`src/rtl/count_pulse_conditioner_pkg.sv`:
```
// Shared types and limits for the count-input conditioner.
// State encoding plus level/busy decode helpers used by the top.
package count_pulse_pkg;

    typedef enum logic [1:0] {
        LOW      = 2'd0,
        RISE_CHK = 2'd1,
        HIGH     = 2'd2,
        FALL_CHK = 2'd3
    } cpc_state_t;

    localparam int CPC_MIN_DEBOUNCE      = 2;
    localparam int CPC_MIN_REPEAT_PERIOD = 2;

    // The debounced level already reads high while a fall is still being qualified.
    function automatic logic cpc_level_of(cpc_state_t s);
        return (s == HIGH) || (s == FALL_CHK);
    endfunction

    function automatic logic cpc_busy_of(cpc_state_t s);
        return (s == RISE_CHK) || (s == FALL_CHK);
    endfunction

endpackage

```
`src/rtl/count_pulse_conditioner_if.sv`:
```
// Pad-side input and conditioned outputs of the count-input conditioner.
// master = the stage that drives the pad and consumes the pulses; slave = the conditioner.
interface count_pulse_conditioner_if;

    logic raw_in;
    logic count_pulse;
    logic level;
    logic busy;

    modport master (
        output raw_in,
        input  count_pulse,
        input  level,
        input  busy
    );

    modport slave (
        input  raw_in,
        output count_pulse,
        output level,
        output busy
    );

endinterface

```
`src/rtl/count_pulse_conditioner_sync2.sv`:
```
// Two-flop synchroniser for a single asynchronous bit, async active-low reset.
module sync2 (
    input  logic clk,
    input  logic rst_n,
    input  logic d,
    output logic q
);

    logic s1;

    always_ff @(posedge clk or negedge rst_n) begin
        if (!rst_n) begin
            s1 <= 1'b0;
            q  <= 1'b0;
        end else begin
            s1 <= d;
            q  <= s1;
        end
    end

endmodule

```
`src/rtl/count_pulse_conditioner.sv`:
```
// Resynchronises, debounces and edge-detects an external count source into one-cycle pulses.
// Optional auto-repeat while held high is enabled by defining COUNT_PULSE_AUTO_REPEAT_EN.
module count_pulse_conditioner
    import count_pulse_pkg::*;
#(
    parameter int DEBOUNCE_CYCLES = 16,
    parameter int REPEAT_DELAY    = 1000,
    parameter int REPEAT_PERIOD   = 200
) (
    input  logic                      clk,
    input  logic                      rst_n,
    count_pulse_conditioner_if.slave  bus
);

    localparam int              CNT_W    = $clog2(DEBOUNCE_CYCLES);
    localparam logic [CNT_W-1:0] CNT_LAST = CNT_W'(DEBOUNCE_CYCLES - 1);

    if (DEBOUNCE_CYCLES < CPC_MIN_DEBOUNCE || DEBOUNCE_CYCLES > 65535) begin : g_bad_debounce
        $error("DEBOUNCE_CYCLES out of range 2..65535");
    end
    if (REPEAT_PERIOD < CPC_MIN_REPEAT_PERIOD || REPEAT_DELAY < CPC_MIN_REPEAT_PERIOD) begin : g_bad_repeat
        $error("REPEAT_PERIOD and REPEAT_DELAY must be at least 2");
    end

    logic       s2;
    cpc_state_t state, state_nxt;
    logic [CNT_W-1:0] cnt, cnt_nxt;
    logic       rise_ok;
    logic       pulse_nxt;
    logic       pulse_p1;
    logic       level_p1;
    logic       busy_p1;

    sync2 u_sync (
        .clk   (clk),
        .rst_n (rst_n),
        .d     (bus.raw_in),
        .q     (s2)
    );

    // The counter is tested before incrementing and zeroed on every state entry, so it never wraps.
    always_comb begin
        state_nxt = state;
        cnt_nxt   = cnt;
        rise_ok   = 1'b0;
        case (state)
            LOW: begin
                if (s2) begin
                    state_nxt = RISE_CHK;
                    cnt_nxt   = '0;
                end
            end
            RISE_CHK: begin
                if (!s2) begin
                    state_nxt = LOW;
                    cnt_nxt   = '0;
                end else if (cnt == CNT_LAST) begin
                    state_nxt = HIGH;
                    cnt_nxt   = '0;
                    rise_ok   = 1'b1;
                end else begin
                    cnt_nxt = cnt + CNT_W'(1);
                end
            end
            HIGH: begin
                if (!s2) begin
                    state_nxt = FALL_CHK;
                    cnt_nxt   = '0;
                end
            end
            FALL_CHK: begin
                if (s2) begin
                    state_nxt = HIGH;
                    cnt_nxt   = '0;
                end else if (cnt == CNT_LAST) begin
                    state_nxt = LOW;
                    cnt_nxt   = '0;
                end else begin
                    cnt_nxt = cnt + CNT_W'(1);
                end
            end
            default: begin
                state_nxt = LOW;
                cnt_nxt   = '0;
            end
        endcase
    end

    always_ff @(posedge clk or negedge rst_n) begin
        if (!rst_n) begin
            state <= LOW;
            cnt   <= '0;
        end else begin
            state <= state_nxt;
            cnt   <= cnt_nxt;
        end
    end

`ifdef COUNT_PULSE_AUTO_REPEAT_EN
    localparam int RPT_MAX = (REPEAT_DELAY > REPEAT_PERIOD) ? REPEAT_DELAY : REPEAT_PERIOD;
    localparam int RPT_W   = $clog2(RPT_MAX + 1);

    logic [RPT_W-1:0] rpt_cnt;
    logic             rpt_periodic;
    logic             stay_high;
    logic             rpt_fire;

    // Any visit outside HIGH, including a fall bounce, restarts the initial delay.
    assign stay_high = (state == HIGH) && (state_nxt == HIGH);
    assign rpt_fire  = stay_high &&
                       (rpt_periodic ? (rpt_cnt == RPT_W'(REPEAT_PERIOD - 1))
                                     : (rpt_cnt == RPT_W'(REPEAT_DELAY - 1)));

    always_ff @(posedge clk or negedge rst_n) begin
        if (!rst_n) begin
            rpt_cnt      <= '0;
            rpt_periodic <= 1'b0;
        end else if (!stay_high) begin
            rpt_cnt      <= '0;
            rpt_periodic <= 1'b0;
        end else if (rpt_fire) begin
            rpt_cnt      <= '0;
            rpt_periodic <= 1'b1;
        end else begin
            rpt_cnt <= rpt_cnt + RPT_W'(1);
        end
    end

    assign pulse_nxt = rise_ok | rpt_fire;
`else
    assign pulse_nxt = rise_ok;
`endif

    // Output registers are loaded from the next state so level and pulse move on the same edge.
    always_ff @(posedge clk or negedge rst_n) begin
        if (!rst_n) begin
            pulse_p1 <= 1'b0;
            level_p1 <= 1'b0;
            busy_p1  <= 1'b0;
        end else begin
            pulse_p1 <= pulse_nxt;
            level_p1 <= cpc_level_of(state_nxt);
            busy_p1  <= cpc_busy_of(state_nxt);
        end
    end

    assign bus.count_pulse = pulse_p1;
    assign bus.level       = level_p1;
    assign bus.busy        = busy_p1;

endmodule
```
`src/flat_wrapper.sv`:
```
// flat-port wrapper written by rule: the top's interface ports become plain ports
module count_pulse_conditioner_flat import count_pulse_pkg::*;
#(
    parameter int DEBOUNCE_CYCLES = 16,
    parameter int REPEAT_DELAY    = 1000,
    parameter int REPEAT_PERIOD   = 200
)
  (clk, rst_n, bus_raw_in, bus_count_pulse, bus_level, bus_busy);
  count_pulse_conditioner_if bus_i ();
  input  logic clk;
  input  logic rst_n;
  input wire logic [$bits(bus_i.raw_in)-1:0] bus_raw_in;
  output wire logic [$bits(bus_i.count_pulse)-1:0] bus_count_pulse;
  output wire logic [$bits(bus_i.level)-1:0] bus_level;
  output wire logic [$bits(bus_i.busy)-1:0] bus_busy;
  assign bus_i.raw_in = bus_raw_in;
  assign bus_count_pulse = bus_i.count_pulse;
  assign bus_level = bus_i.level;
  assign bus_busy = bus_i.busy;
  count_pulse_conditioner #(.DEBOUNCE_CYCLES(DEBOUNCE_CYCLES), .REPEAT_DELAY(REPEAT_DELAY), .REPEAT_PERIOD(REPEAT_PERIOD)) u_core (.clk(clk), .rst_n(rst_n), .bus(bus_i));
endmodule
```
`config.mk`:
```
export PLATFORM = sky130hd
export DESIGN_NAME = count_pulse_conditioner_flat
export DESIGN_NICKNAME = d
export VERILOG_FILES = /design/src/rtl/count_pulse_conditioner_pkg.sv /design/src/rtl/count_pulse_conditioner_if.sv /design/src/rtl/count_pulse_conditioner_sync2.sv /design/src/rtl/count_pulse_conditioner.sv /design/src/flat_wrapper.sv
export SDC_FILE = /design/constraint.sdc
export NUM_CORES = 1
export LEC_CHECK = 0
export BUFFER_PORTS_ARGS = -buffer_cell sky130_fd_sc_hd__clkbuf_2
export CORE_AREA = 10 10 47 49
export CTS_CLUSTER_SIZE = 25
export DETAILED_ROUTE_END_ITERATION = 10
export DIE_AREA = 0 0 57 59
export PLACE_DENSITY = 0.57
export SYNTH_ARGS = -nofsm -noshare
export SYNTH_HDL_FRONTEND = slang
export SYNTH_SLANG_ARGS = --single-unit
```
`constraint.sdc`:
```
create_clock -name clk -period 3.1 [get_ports clk]
set_input_delay 0.31 -clock clk [delete_from_list [all_inputs] [get_ports clk]]
set_output_delay 0.31 -clock clk [all_outputs]
set_load 0.005 [all_outputs]
```
* Yosys cells after proc, flatten, opt, wreduce, memory -nomap -nowiden
Cells that the tools add are included.
** Operators by class
- $add $sub $neg :: 1
- Multiply operators :: 0
- Div/mod/pow operators :: 0
- Order comparisons :: 0
- Equal/unequal tests :: 9
- Shift-type cells :: 0
- Multiplexer cells :: 16
- Bitwise gates (word level) :: 0
- Reductions and logical operators :: 4
** Operators with widths (number)
- 4-bit 2-to-1 mux :: 5
- 4-bit case mux with 4 select lines :: 1
- 2-bit 2-to-1 mux :: 6
- 2-bit equality test, second input constant :: 4
- 2-bit case mux with 4 select lines :: 1
- 4-bit by 1-bit adder with 4-bit output, second input constant :: 1
- 2-bit by 1-bit equality test with 1-bit output, second input constant :: 2
- 4-bit equality test, second input constant :: 1
- 2-bit inequality test, second input constant :: 2
- 1-bit 2-to-1 mux :: 3
- 2-bit logical NOT :: 1
- 1-bit logical OR :: 2
- 2-bit AND reduction :: 1
** Word-level totals
- Flip-flop bits (word level) :: 11
- Latch bits :: 0
- Memory bits (writable) :: 0
- ROM bits :: 0
- Bits of input ports :: 3
- Output and inout bits :: 3
- Word-level logic and storage cells :: 37
- Memories kept :: 0

* Longest topological paths before layout
Gate-level depths: netlist (run 1).
- Word-level depth :: 6
- Depth in mapped cells :: 4
- Mapped depth without buffers :: 4

* Modules after synthesis
From an unflattened synthesis (run 1), not the netlist that was laid out.
** Second synthesis, totals
- Cells, all modules :: 36
- Area, all modules :: 427.9 um^2
** By module, submodules not included
- count_pulse_conditioner :: instances 1, cells each 34, area an instance 377.9 um^2, sequential area each 200.2 um^2
- sync2 :: instances 1, cells each 2, area an instance 50.0 um^2, sequential area each 50.0 um^2

* Least setup slack after synthesis (run 1)
Ideal clock, no wire load.
- Path kind :: register -> register
- From :: register u_core.cnt[0]
- To :: register u_core.cnt[0]
- Setup time :: 66 ps
- Arrival :: 1321 ps
- Required time :: 3034 ps
- Setup slack :: 1713 ps
- Stages on the path, launching flop included :: 5
- Buffers on the path :: 0
- Period minus slack after synthesis :: 1387 ps
- Cells stage by stage :: dfrtp_1 > ha_1 > and3_1 > or4b_1 > nand2_1
** On the way
- Word-level cells in the longest chain between the ends :: 4
- Elaborated cells between the ends (all ways) :: 6
- Classes of those cells :: 1 x add/sub; 1 x eq/ne; 4 x mux
** RTL lines
- from (decl) :: RTL line count_pulse_conditioner.sv:27 : logic [CNT_W-1:0] cnt, cnt_nxt;
- from (signal assigned) :: RTL line count_pulse_conditioner.sv:95 : cnt <= cnt_nxt;
- 4-bit by 1-bit adder with 4-bit output / 4-bit equality test (equally long branches)
- 4-bit 2-to-1 mux * :: RTL line count_pulse_conditioner.sv:57, count_pulse_conditioner.sv:75
- 4-bit 2-to-1 mux (on tied branches) :: RTL line count_pulse_conditioner.sv:72, count_pulse_conditioner.sv:54
- 4-bit case mux with 4 select lines * :: RTL line count_pulse_conditioner.sv:46 : case (state)
Mark *: on every way between the ends. The rest lies on a longest branch, timed or not.
A chain may end at the register's enable or synchronous reset.

* Worst setup path after layout (run 1)
Ends and elaborated chain as after synthesis.

==> key figures, run 1 <==
Power
  • Tot Pwr: 266 uW
  • Power per cell area: 512 mW/mm2
  • VDD IR max: 0.263 mV
  • Static Leak: 0.000257 uW

Synthesis
  • Synth warn: 0
  • Cells after synthesis: 38
  • Post-synthesis sequential area ratio: 0.578
  • Mapped Nets: 42
  • Syn Area/Cell: 11.4 um2
  • Commonest cells post-synth: dfrtp_1 (10), nand2_1 (8), mux2_2 (2), o22ai_1 (2), xor2_1 (2)
  • Cell taking the most area after synthesis: dfrtp_1
  • Async SR Flop Fraction: 1.00
  • Post-Syn Area: 433 um2
  • Yosys reg bits: 10
  • Count leader, synth: dfrtp_1
  • Ranking of synthesized cells by area: dfrtp_1 (58%), nand2_1 (6.9%), mux2_2 (5.2%)
  • Netlist cell types: 19
  • Main flop type after synthesis: dfrtp_1
  • Synth top area share: 0.578
  • Post-synth EDFFs: 0

Detailed routing
  • Drt total wl: 671 um
  • Final ANT Viol Nets: 0
  • Avg WL per Cell: 10.7 um
  • Drt pass-1 iters: 3
  • DRC violations left: 0
  • Initial drt markers: 3
  • Vias per inst: 4.70
  • Via count: 296

Setup path
  • Critical path type: register to register
  • CP endpoint kind: register
  • Worst setup endpoint: u_core.cnt[0]
  • R2r setup slk: 1.64 ns
  • Crit path launch type: register
  • Worst R2R Start: u_core.cnt[0]
  • Reg2reg path depth: 4
  • R2r endpoint: u_core.cnt[0]
  • WP data arrival: 1.66 ns
  • Worst-path fanout max: 5
  • Critical Path RT: 3.30 ns
  • Crit. Startpoint: u_core.cnt[0]

Clock network
  • CTS Buf Count: 3
  • CTS HTree Levels: 1
  • Post-CTS Setup Inserts: 0
  • Insertion delay to the later sink of the worst-skew pair: 0.26 ns
  • CTS tree: done
  • Reg clk slew, reported paths: 0.06 ns
  • CTS Buffer Depth: 2
  • CTS resizes: 0
  • Clock sink count: 10
  • Clk Tree Root Cell: clkbuf_4

GRT
  • Vias in the first global route: 268
  • Largest net degree at the start of global routing: 12
  • GRT Util Overall: 0.0461
  • Initial antenna violation count: 0
  • First-pass GRT wire length: 1.19 mm
  • Global route overflow: 0

STA
  • Post-route minimum period: 1.46 ns
  • Worst setup margin: 1.64 ns
  • Final TNS setup: 0 ns
  • Tcrit/Tclk final: 0.470
  • Rel. slew slack: 0.640
  • Slew Viols, Final: 0
  • Final Hold Violating Endpoints: 0
  • Clock skew: 0.00216 ns
  • Fmax: 687 MHz
  • Setup violators final: 0
  • Slew @ Worst Pin: 0.537 ns
  • Unrepaired setup endpoints after global routing: false

Floorplan
  • Die height: 59 um
  • Die ar.: 0.00336 mm2
  • Io pins: 6
  • Die Wd: 57 um
  • Row count: 14
  • Initial Util: 0.309
  • Core Region: 0.00140 mm2

Layout
  • Synthesis-to-layout area growth: 20.2%
  • Diodes inserted: 0
  • Layout cells sized above 1: 0.234
  • Fill cells: 151
  • Net count, final: 52

Outcome
  • Status: finished clean

Placed design
  • GPL Wtd Cong: 0.679
  • Placement Setup Slack: 1.66 ns
  • # port buffers: 5

Run
  • Max-Cap Viols: 0

Worst hold path
  • Min-delay worst type: input pin to register
## layout make-up
type                            count  area [um2]  area share
Sequential cell                    10         250       0.481
Multi-Input combinational cell     26         175       0.337
Clock buffer                        4        36.3      0.0697
Timing Repair Buffer                6        35.0      0.0673
Tap cell                           16        20.0      0.0385
Inverter                            1        3.75     0.00721
## report_power, final
part / total [uW] / internal [uW] / switching (uW)
clock network: 113 / 71.2 / 41.9
logic: 13.5 / 6.30 / 7.15
registers: 140 / 135 / 5.10
## cell families (layout without fill, tap and decap cells)
logic type      Yosys count  after routing  share of synthesized area
simple gates             15             15                      0.191
flops                    10             10                      0.578
compound gates            5              5                     0.0722
xor+xnor                  3              3                     0.0607
mux                       2              2                     0.0520
buf+inv                   2             11                     0.0173
fa+ha+maj                 1              1                     0.0289
## critical path, stage by stage, from the launching register on
cell,delay (ns)
dfrtp_1,0.41
ha_1,0.24
and3_1,0.21
or4b_1,0.46
nand2_1,0.07
## per-stage QoR
step,util,cells,hold WS (ns),cell area (um2)
6_report,0.371,63,0.151,520
3_5_place_dp,0.338,58,0.190,474
3_3_place_gp,0.338,58,0.185,474
5_1_grt,0.371,63,0.132,520
2_1_floorplan,-,38,0.0144,433
4_1_cts,0.371,63,0.137,520
## how the worst min path moves through the flow
stage / start / to / slack (ns) / cells past startpoint
4_1_cts: bus_raw_in / u_core.u_sync.s1 / 0.14 / 1
6_report: bus_raw_in / u_core.u_sync.s1 / 0.15 / 1
3_3_place_gp: rst_n / u_core.bus.level / 0.18 / 1
2_1_floorplan: rst_n / u_core.bus.count_pulse / 0.01 / 0
5_1_grt: bus_raw_in / u_core.u_sync.s1 / 0.13 / 1
3_5_place_dp: rst_n / u_core.bus.level / 0.19 / 1
## timing repair
action | CTS | global route
hold buffers | 1 | 0
endpoints found under the hold margin | 10 | 0
setup endpoints to repair | 0 | 0
## layout by cell type, fill, tap and decap left out, drive strengths merged
master,count
nor3b,1
nand2,8
nor2b,1
and4b,1
ha,1
xor2,2
dlygate4sd3,1
o21ai,1
or4b,1
dfrtp,10
xnor2,1
a21oi,1
and3,1
o22ai,2
a311oi,1
nand3b,1
clkbuf,9
inv,1
nand3,1
mux2,2
## registers in the layout, summed over array words and instances (netlist names)
| signal | flops |
|---|---|
| u_core.bus.count_pulse | 1 |
| u_core.u_sync.s1 | 1 |
| u_core.state | 2 |
| u_core.u_sync.q | 1 |
| u_core.cnt | 4 |
| u_core.bus.level | 1 |
## metal layers
metal,vias to the layer above,track usage,part of all wire
met5,-,0,0
met4,0,0.0302,0
met3,0,0.0322,0.048
met2,5,0.0620,0.47
met1,138,0.0507,0.48
li1,153,-,-
No activity file was read; power rests on OpenSTA's default activity.
==> run 2: changes to the inputs <==
clock period = 1.4 ns   (was 3.1 ns; I/O delays follow)
==> run 2 against run 1 <==
  * Global-route usage rose by 0.60 points
  * Worst setup slack got worse by 1.6 ns
  * Combinational power rose to 3.3 times the previous value
  * First-iteration DRC count did not move
  * Critical path depth did not move
  * Largest power group unchanged
==> key figures, run 2 (synthesized netlist as in run 1, its figures left out) <==
STA
  • Unrepaired setup endpoints after global routing: true
  • Slew Viols, Final: 0 (unchanged)
  • Slew @ Worst Pin: 0.293 ns (-0.243 ns)
  • Fmax: 732 MHz (+6.5%)
  • Rel. slew slack: 0.804 (+0.165)
  • Final Hold Violating Endpoints: 0 (unchanged)
  • Setup violators final: 0 (unchanged)
  • Tcrit/Tclk final: 0.976 (+0.506)
  • Clock skew: 0.00278 ns (+0.000624 ns)
  • Final TNS setup: 0 ns (unchanged)
  • Post-route minimum period: 1.37 ns (-0.0892 ns)

Layout
  • Diodes inserted: 0 (unchanged)
  • Number of flip-flops in the largest register: 4 (unchanged)
  • Commonest non-fill, non-tap cells in the layout: dfrtp_1 (10), nand2_1 (8), clkbuf_2 (5), buf_4 (4), clkbuf_4 (3)
  • Fin area: 568 um2 (+9.1%)
  • Net count, final: 57 (+9.6%)
  • Layout cells sized above 1: 0.327 (+0.0929)
  • Commonest non-fill, non-tap cell in the layout: dfrtp_1
  • Most flops, register: u_core.cnt
  • Synthesis-to-layout area growth: 31.2%
  • Largest regs: u_core.cnt: 4 flops, u_core.state: 2 flops

Power
  • Internal power: 480 uW (+130%)
  • Sw Share: 0.212 (+0.00900)
  • Clock power frac: 0.420 (-0.005)
  • Tot Pwr: 609 uW (+130%)
  • Static Leak: 0.000277 uW (+7.9%)
  • Comb pwr share: 0.074 (+0.023)
  • VDD IR max: 0.536 mV (+100%)
  • Net Sw Power: 129 uW (+140%)
  • Power per cell area: 1070 mW/mm2 (+110%)
  • Flop pwr share: 0.506 (-0.019)

Floorplan
  • Die height: 59 um (unchanged)
  • Die Wd: 57 um (unchanged)
  • Initial Util: 0.309 (unchanged)
  • Die ar.: 0.00336 mm2 (unchanged)
  • Io pins: 6 (unchanged)
  • Row count: 14 (unchanged)
  • Core Region: 0.00140 mm2 (unchanged)

Outcome
  • Status: finished clean

Setup path
  • Crit. Startpoint: u_core.cnt[0]
  • Slowest-stage cell, CP: or4b_1
  • Crit path launch type: register
  • Worst-path fanout max: 3 (-2)
  • WP data arrival: 1.57 ns (-0.09 ns)
  • Largest stage delay on the critical path: 0.46 ns (about the same)
  • Critical Path RT: 1.60 ns (-1.70 ns)
  • Critical path type: register to register
  • Top delay family on crit path: simple AND/OR/NAND/NOR gates
  • CP cell instances: ha_2, and3_4, or4b_1, nand2_1
  • Worst R2R Start: u_core.cnt[0]
  • CP endpoint kind: register
  • Buf/Inv on CP: 0 (unchanged)

Clock network
  • Insertion delay to the later sink of the worst-skew pair: 0.26 ns (about the same)
  • Reg clk slew, reported paths: 0.07 ns (about the same)
  • Clk Tree Root Cell: clkbuf_4
  • Post-CTS Setup Inserts: 0 (unchanged)
  • CTS tree: done
  • Clock sink count: 10 (unchanged)
  • CTS Buf Count: 3 (unchanged)
  • CTS HTree Levels: 1 (unchanged)
  • CTS Buffer Depth: 2 (unchanged)

Placed design
  • Post-DP HPWL: 588 um
  • GPL Wtd Cong: 0.676 (-0.47%)
  • Placed inst area: 504 um2 (+6.3%)
  • # port buffers: 5 (unchanged)

GRT
  • Global route overflow: 0 (unchanged)
  • Gr busiest metal: met2
  • Largest net degree at the start of global routing: 12 (unchanged)
  • GR Util met3: 0.0236 (-0.00858)
  • Grt met1 use: 0.0554 (+0.00470)
  • GRT Util Overall: 0.0521 (+0.00604)
  • Vias in the first global route: 334 (+25%)
  • Met2 Resource Use GR: 0.0806 (+0.0186)
  • Initial antenna violation count: 0 (unchanged)
  • First-pass GRT wire length: 1.38 mm (+16%)

Detailed routing
  • Initial drt markers: 3 (unchanged)
  • DRC violations left: 0 (unchanged)
  • Drt total wl: 792 um (+18%)
  • Via count: 327 (+10%)
  • Vias per inst: 4.81 (+2.3%)
  • Final ANT Viol Nets: 0 (unchanged)
  • Avg WL per Cell: 11.6 um (+9.4%)
  • Drt pass-1 iters: 4 (+1)

Run
  • Max-Cap Viols: 0 (unchanged)

Worst hold path
  • Min-delay worst type: input pin to asynchronous set/reset pin
==> run 2: cell count changes in the layout (fill, tap and decap cells not counted), sizes merged <==
cell | before | now
buf | 0 | 4
dlygate4sd3 | 1 | 2
==> run 2: stage by stage <==
step | setup slack [ns] | std cells | hold slack (ns) | utilization
global placement | 0.0225 | 62 | 0.0127 | 0.360
CTS | 0.0261 | 68 | 0.269 | 0.405
global route | -0.0260 | 68 | 0.288 | 0.405
detailed placement | 0.00916 | 62 | 0.0152 | 0.360
finish | 0.0338 | 68 | 0.269 | 0.405
floorplan | 0.0133 | 38 | -0.156 | -
==> run 2: worst reg2reg max path, stage by stage, from the launching register on <==
cell and delay [ns]:
dfrtp_1 0.40, ha_2 0.20, and3_4 0.18, or4b_1 0.46, nand2_1 0.07
==> run 2: area by class of cell <==
type | instances | area (um2)
fillers | 141 | 833
flip-flops and latches | 10 | 250
multi-input cells | 26 | 183
repair buffers | 11 | 75.1
clock buffers | 4 | 36.3
well taps | 16 | 20.0
inverters | 1 | 3.75
==> run 2: what timing repair did <==
item                                   CTS  global route
setup endpoints to repair                3             1
endpoints found under the hold margin   11             0
hold buffers                             2             0
gates resized for setup                  2             0
==> run 2: worst paths after layout <==
path	endpoint	slack, ns	depth (start not counted)
max in group asynchronous	u_core.state[0]	0.93	2
min in group clk	u_core.u_sync.q	0.35	0
min reg2reg	u_core.u_sync.q	0.35	0
max	u_core.cnt[0]	0.03	4
min	u_core.cnt[2]	0.27	2
max reg2reg	u_core.cnt[0]	0.03	4
==> run 2: routing by layer <==
| layer | vias up | part of all wire | wire length (um) |
|---|---|---|---|
| met5 | - | 0 | 0 |
| met4 | 0 | 0.013 | 10 |
| met3 | 2 | 0.057 | 45 |
| met2 | 10 | 0.54 | 426 |
| met1 | 155 | 0.39 | 310 |
| li1 | 160 | - | - |
==> run 2: power by group through the flow <==
stage	clock [uW]	sequential, uW	combinational, uW
after floorplan	0	311	19.1
after global placement	0	313	39.5
after detailed placement	0	313	40.2
after CTS	266	308	46.2
after global routing	288	310	52.0
final	256	308	45.1
==> run 3: changes to the inputs <==
CAP_MARGIN = 20   (was unset)
RECOVER_POWER = 25   (was unset)
==> run 3 against run 2 <==
  * Final cell count is the same
  * First-iteration DRC count unchanged
  * Register-to-register slack hardly changed
  * Combinational power is 0.9% lower
  * Worst hold slack gained 0.083 ns
  * Fmax is the same
  * Sequential power about the same
  * Sequential cell count is the same
  * Worst setup slack stayed put
  * Clock-buffer cell count unchanged
  * Clock skew is the same
  * Critical path type unchanged
  * Critical endpoint unchanged
==> key figures, run 3 (synthesized netlist as in run 1, its figures left out) <==
STA
  • Worst hold slack: 0.352 ns (+0.0833 ns)
  • Final Hold Violating Endpoints: 0 (unchanged)
  • Fmax: 732 MHz (unchanged)
  • Setup violators final: 0 (unchanged)
  • Slew Viols, Final: 0 (unchanged)
  • Unrepaired setup endpoints after global routing: true
  • Rel. slew slack: 0.649 (-0.156)
  • Slew @ Worst Pin: 0.527 ns (+0.234 ns)
  • Worst setup margin: 0.0338 ns (unchanged)
  • Post-route minimum period: 1.37 ns (unchanged)
  • Tcrit/Tclk final: 0.976 (unchanged)
  • Clock skew: 0.00278 ns (unchanged)

Detailed routing
  • Drt pass-1 iters: 4 (unchanged)
  • Met1 wire length: 308 um (-0.65%)
  • Drt total wl: 791 um (-0.13%)
  • Initial drt markers: 3 (unchanged)
  • Met2 routed WL: 426 um (unchanged)
  • Top layer in use: met4
  • Via count: 327 (unchanged)
  • Final ANT Viol Nets: 0 (unchanged)
  • Avg WL per Cell: 11.6 um (-0.13%)
  • DRC violations left: 0 (unchanged)
  • Routed met3 length: 45 um (unchanged)
  • Vias per inst: 4.81 (unchanged)

GRT
  • Largest net degree at the start of global routing: 12 (unchanged)
  • Global route overflow: 0 (unchanged)
  • Initial antenna violation count: 0 (unchanged)
  • GRT Util Overall: 0.0521 (unchanged)
  • Vias in the first global route: 334 (unchanged)
  • First-pass GRT wire length: 1.38 mm (unchanged)

Layout
  • Fill cells: 142 (+0.71%)
  • Fin area: 567 um2 (-0.22%)
  • Largest regs: u_core.cnt: 4 flops, u_core.state: 2 flops
  • Finished Core Util: 0.404 (-0.000893)
  • Synthesis-to-layout area growth: 30.9%
  • Net count, final: 57 (unchanged)
  • Commonest non-fill, non-tap cell in the layout: dfrtp_1
  • Commonest non-fill, non-tap cells in the layout: dfrtp_1 (10), nand2_1 (8), clkbuf_2 (4), buf_4 (4), clkbuf_4 (3)
  • Most flops, register: u_core.cnt
  • Number of flip-flops in the largest register: 4 (unchanged)
  • Diodes inserted: 0 (unchanged)
  • Layout cells sized above 1: 0.308 (-0.0192)

Setup path
  • CP endpoint kind: register
  • WP data arrival: 1.57 ns (about the same)
  • Critical Path RT: 1.60 ns (about the same)
  • CP cell instances: ha_2, and3_4, or4b_1, nand2_1
  • Largest stage delay on the critical path: 0.46 ns (about the same)
  • Critical path type: register to register
  • Buf/Inv on CP: 0 (unchanged)
  • Crit path launch type: register
  • Worst-path fanout max: 3 (unchanged)
  • Top delay family on crit path: simple AND/OR/NAND/NOR gates
  • Slowest-stage cell, CP: or4b_1

Floorplan
  • Die Wd: 57 um (unchanged)
  • Row count: 14 (unchanged)
  • Core Region: 0.00140 mm2 (unchanged)
  • Io pins: 6 (unchanged)
  • Die height: 59 um (unchanged)
  • Die ar.: 0.00336 mm2 (unchanged)
  • Initial Util: 0.309 (unchanged)

Placed design
  • Post-DP HPWL: 588 um (unchanged)
  • Placement Setup Slack: 0.00916 ns (unchanged)
  • GPL Wtd Cong: 0.676 (unchanged)
  • Placed inst area: 504 um2 (unchanged)
  • # port buffers: 5 (unchanged)

Power
  • Power per cell area: 1070 mW/mm2 (+0.15%)
  • Static Leak: 0.000274 uW (-1.1%)
  • Comb pwr share: 0.073 (about the same)
  • VDD IR max: 0.536 mV (about the same)
  • Sw Share: 0.212 (about the same)
  • Internal power: 480 uW (about the same)
  • Net Sw Power: 129 uW (about the same)
  • Flop pwr share: 0.506 (about the same)
  • Clock power frac: 0.420 (about the same)
  • Tot Pwr: 609 uW (about the same)

Clock network
  • CTS Buffer Depth: 2 (unchanged)
  • Clock sink count: 10 (unchanged)
  • Clk Tree Root Cell: clkbuf_4
  • Post-CTS Setup Inserts: 0 (unchanged)
  • Insertion delay to the later sink of the worst-skew pair: 0.26 ns (about the same)
  • Reg clk slew, reported paths: 0.07 ns (about the same)
  • CTS Buf Count: 3 (unchanged)
  • CTS tree: done
  • CTS HTree Levels: 1 (unchanged)

Run
  • Max-Cap Viols: 0 (unchanged)

Worst hold path
  • Min-delay worst type: register to register

Outcome
  • Status: finished clean
## run 3: cell type report
type                    count  area, um2  share of cell area
well taps                  16       20.0              0.0353
repair buffers             11       73.8               0.130
inverters                   1       3.75             0.00662
flip-flops and latches     10        250               0.442
multi-input cells          26        183               0.322
clock buffers               4       36.3              0.0640
## run 3: stage by stage
stage	TNS (ns)	instances
floorplan	0	38
global placement	0	62
detailed placement	0	62
CTS	0	68
global route	-0.0260	68
finish	0	68
## run 3: timing repair
item / 4_1_cts / 5_1_grt
endpoints found under the setup margin: 3 / 1
hold buffers: 2 / 0
endpoints found under the hold margin: 11 / 0
gates resized for setup: 2 / 0
## run 3: power groups by stage
stage / clock network (uW) / registers, uW / logic, uW
finish: 256 / 308 / 44.7
global route: 288 / 310 / 51.6
floorplan: 0 / 311 / 19.1
detailed placement: 0 / 313 / 40.2
global placement: 0 / 313 / 39.5
CTS: 266 / 308 / 46.2
## run 3: path summary, 6_finish.rpt
| kind | startpoint | slack [ns] | depth (start not counted) | end |
|---|---|---|---|---|
| worst min-delay path | u_core.u_sync.s1 | 0.35 | 0 | u_core.u_sync.q |
| worst max register to register | u_core.cnt[0] | 0.03 | 4 | u_core.cnt[0] |
| min in group asynchronous | rst_n | 0.36 | 2 | u_core.cnt[2] |
| worst min register to register | u_core.u_sync.s1 | 0.35 | 0 | u_core.u_sync.q |
| worst max-delay path | u_core.cnt[0] | 0.03 | 4 | u_core.cnt[0] |
| max in group asynchronous | rst_n | 0.69 | 2 | u_core.state[0] |
## run 3: per-layer routing
layer,vias to the layer above,track usage
li1,160,-
met1,155,0.0554
met3,2,0.0236
met2,10,0.0806
met5,-,0
met4,0,0.0369
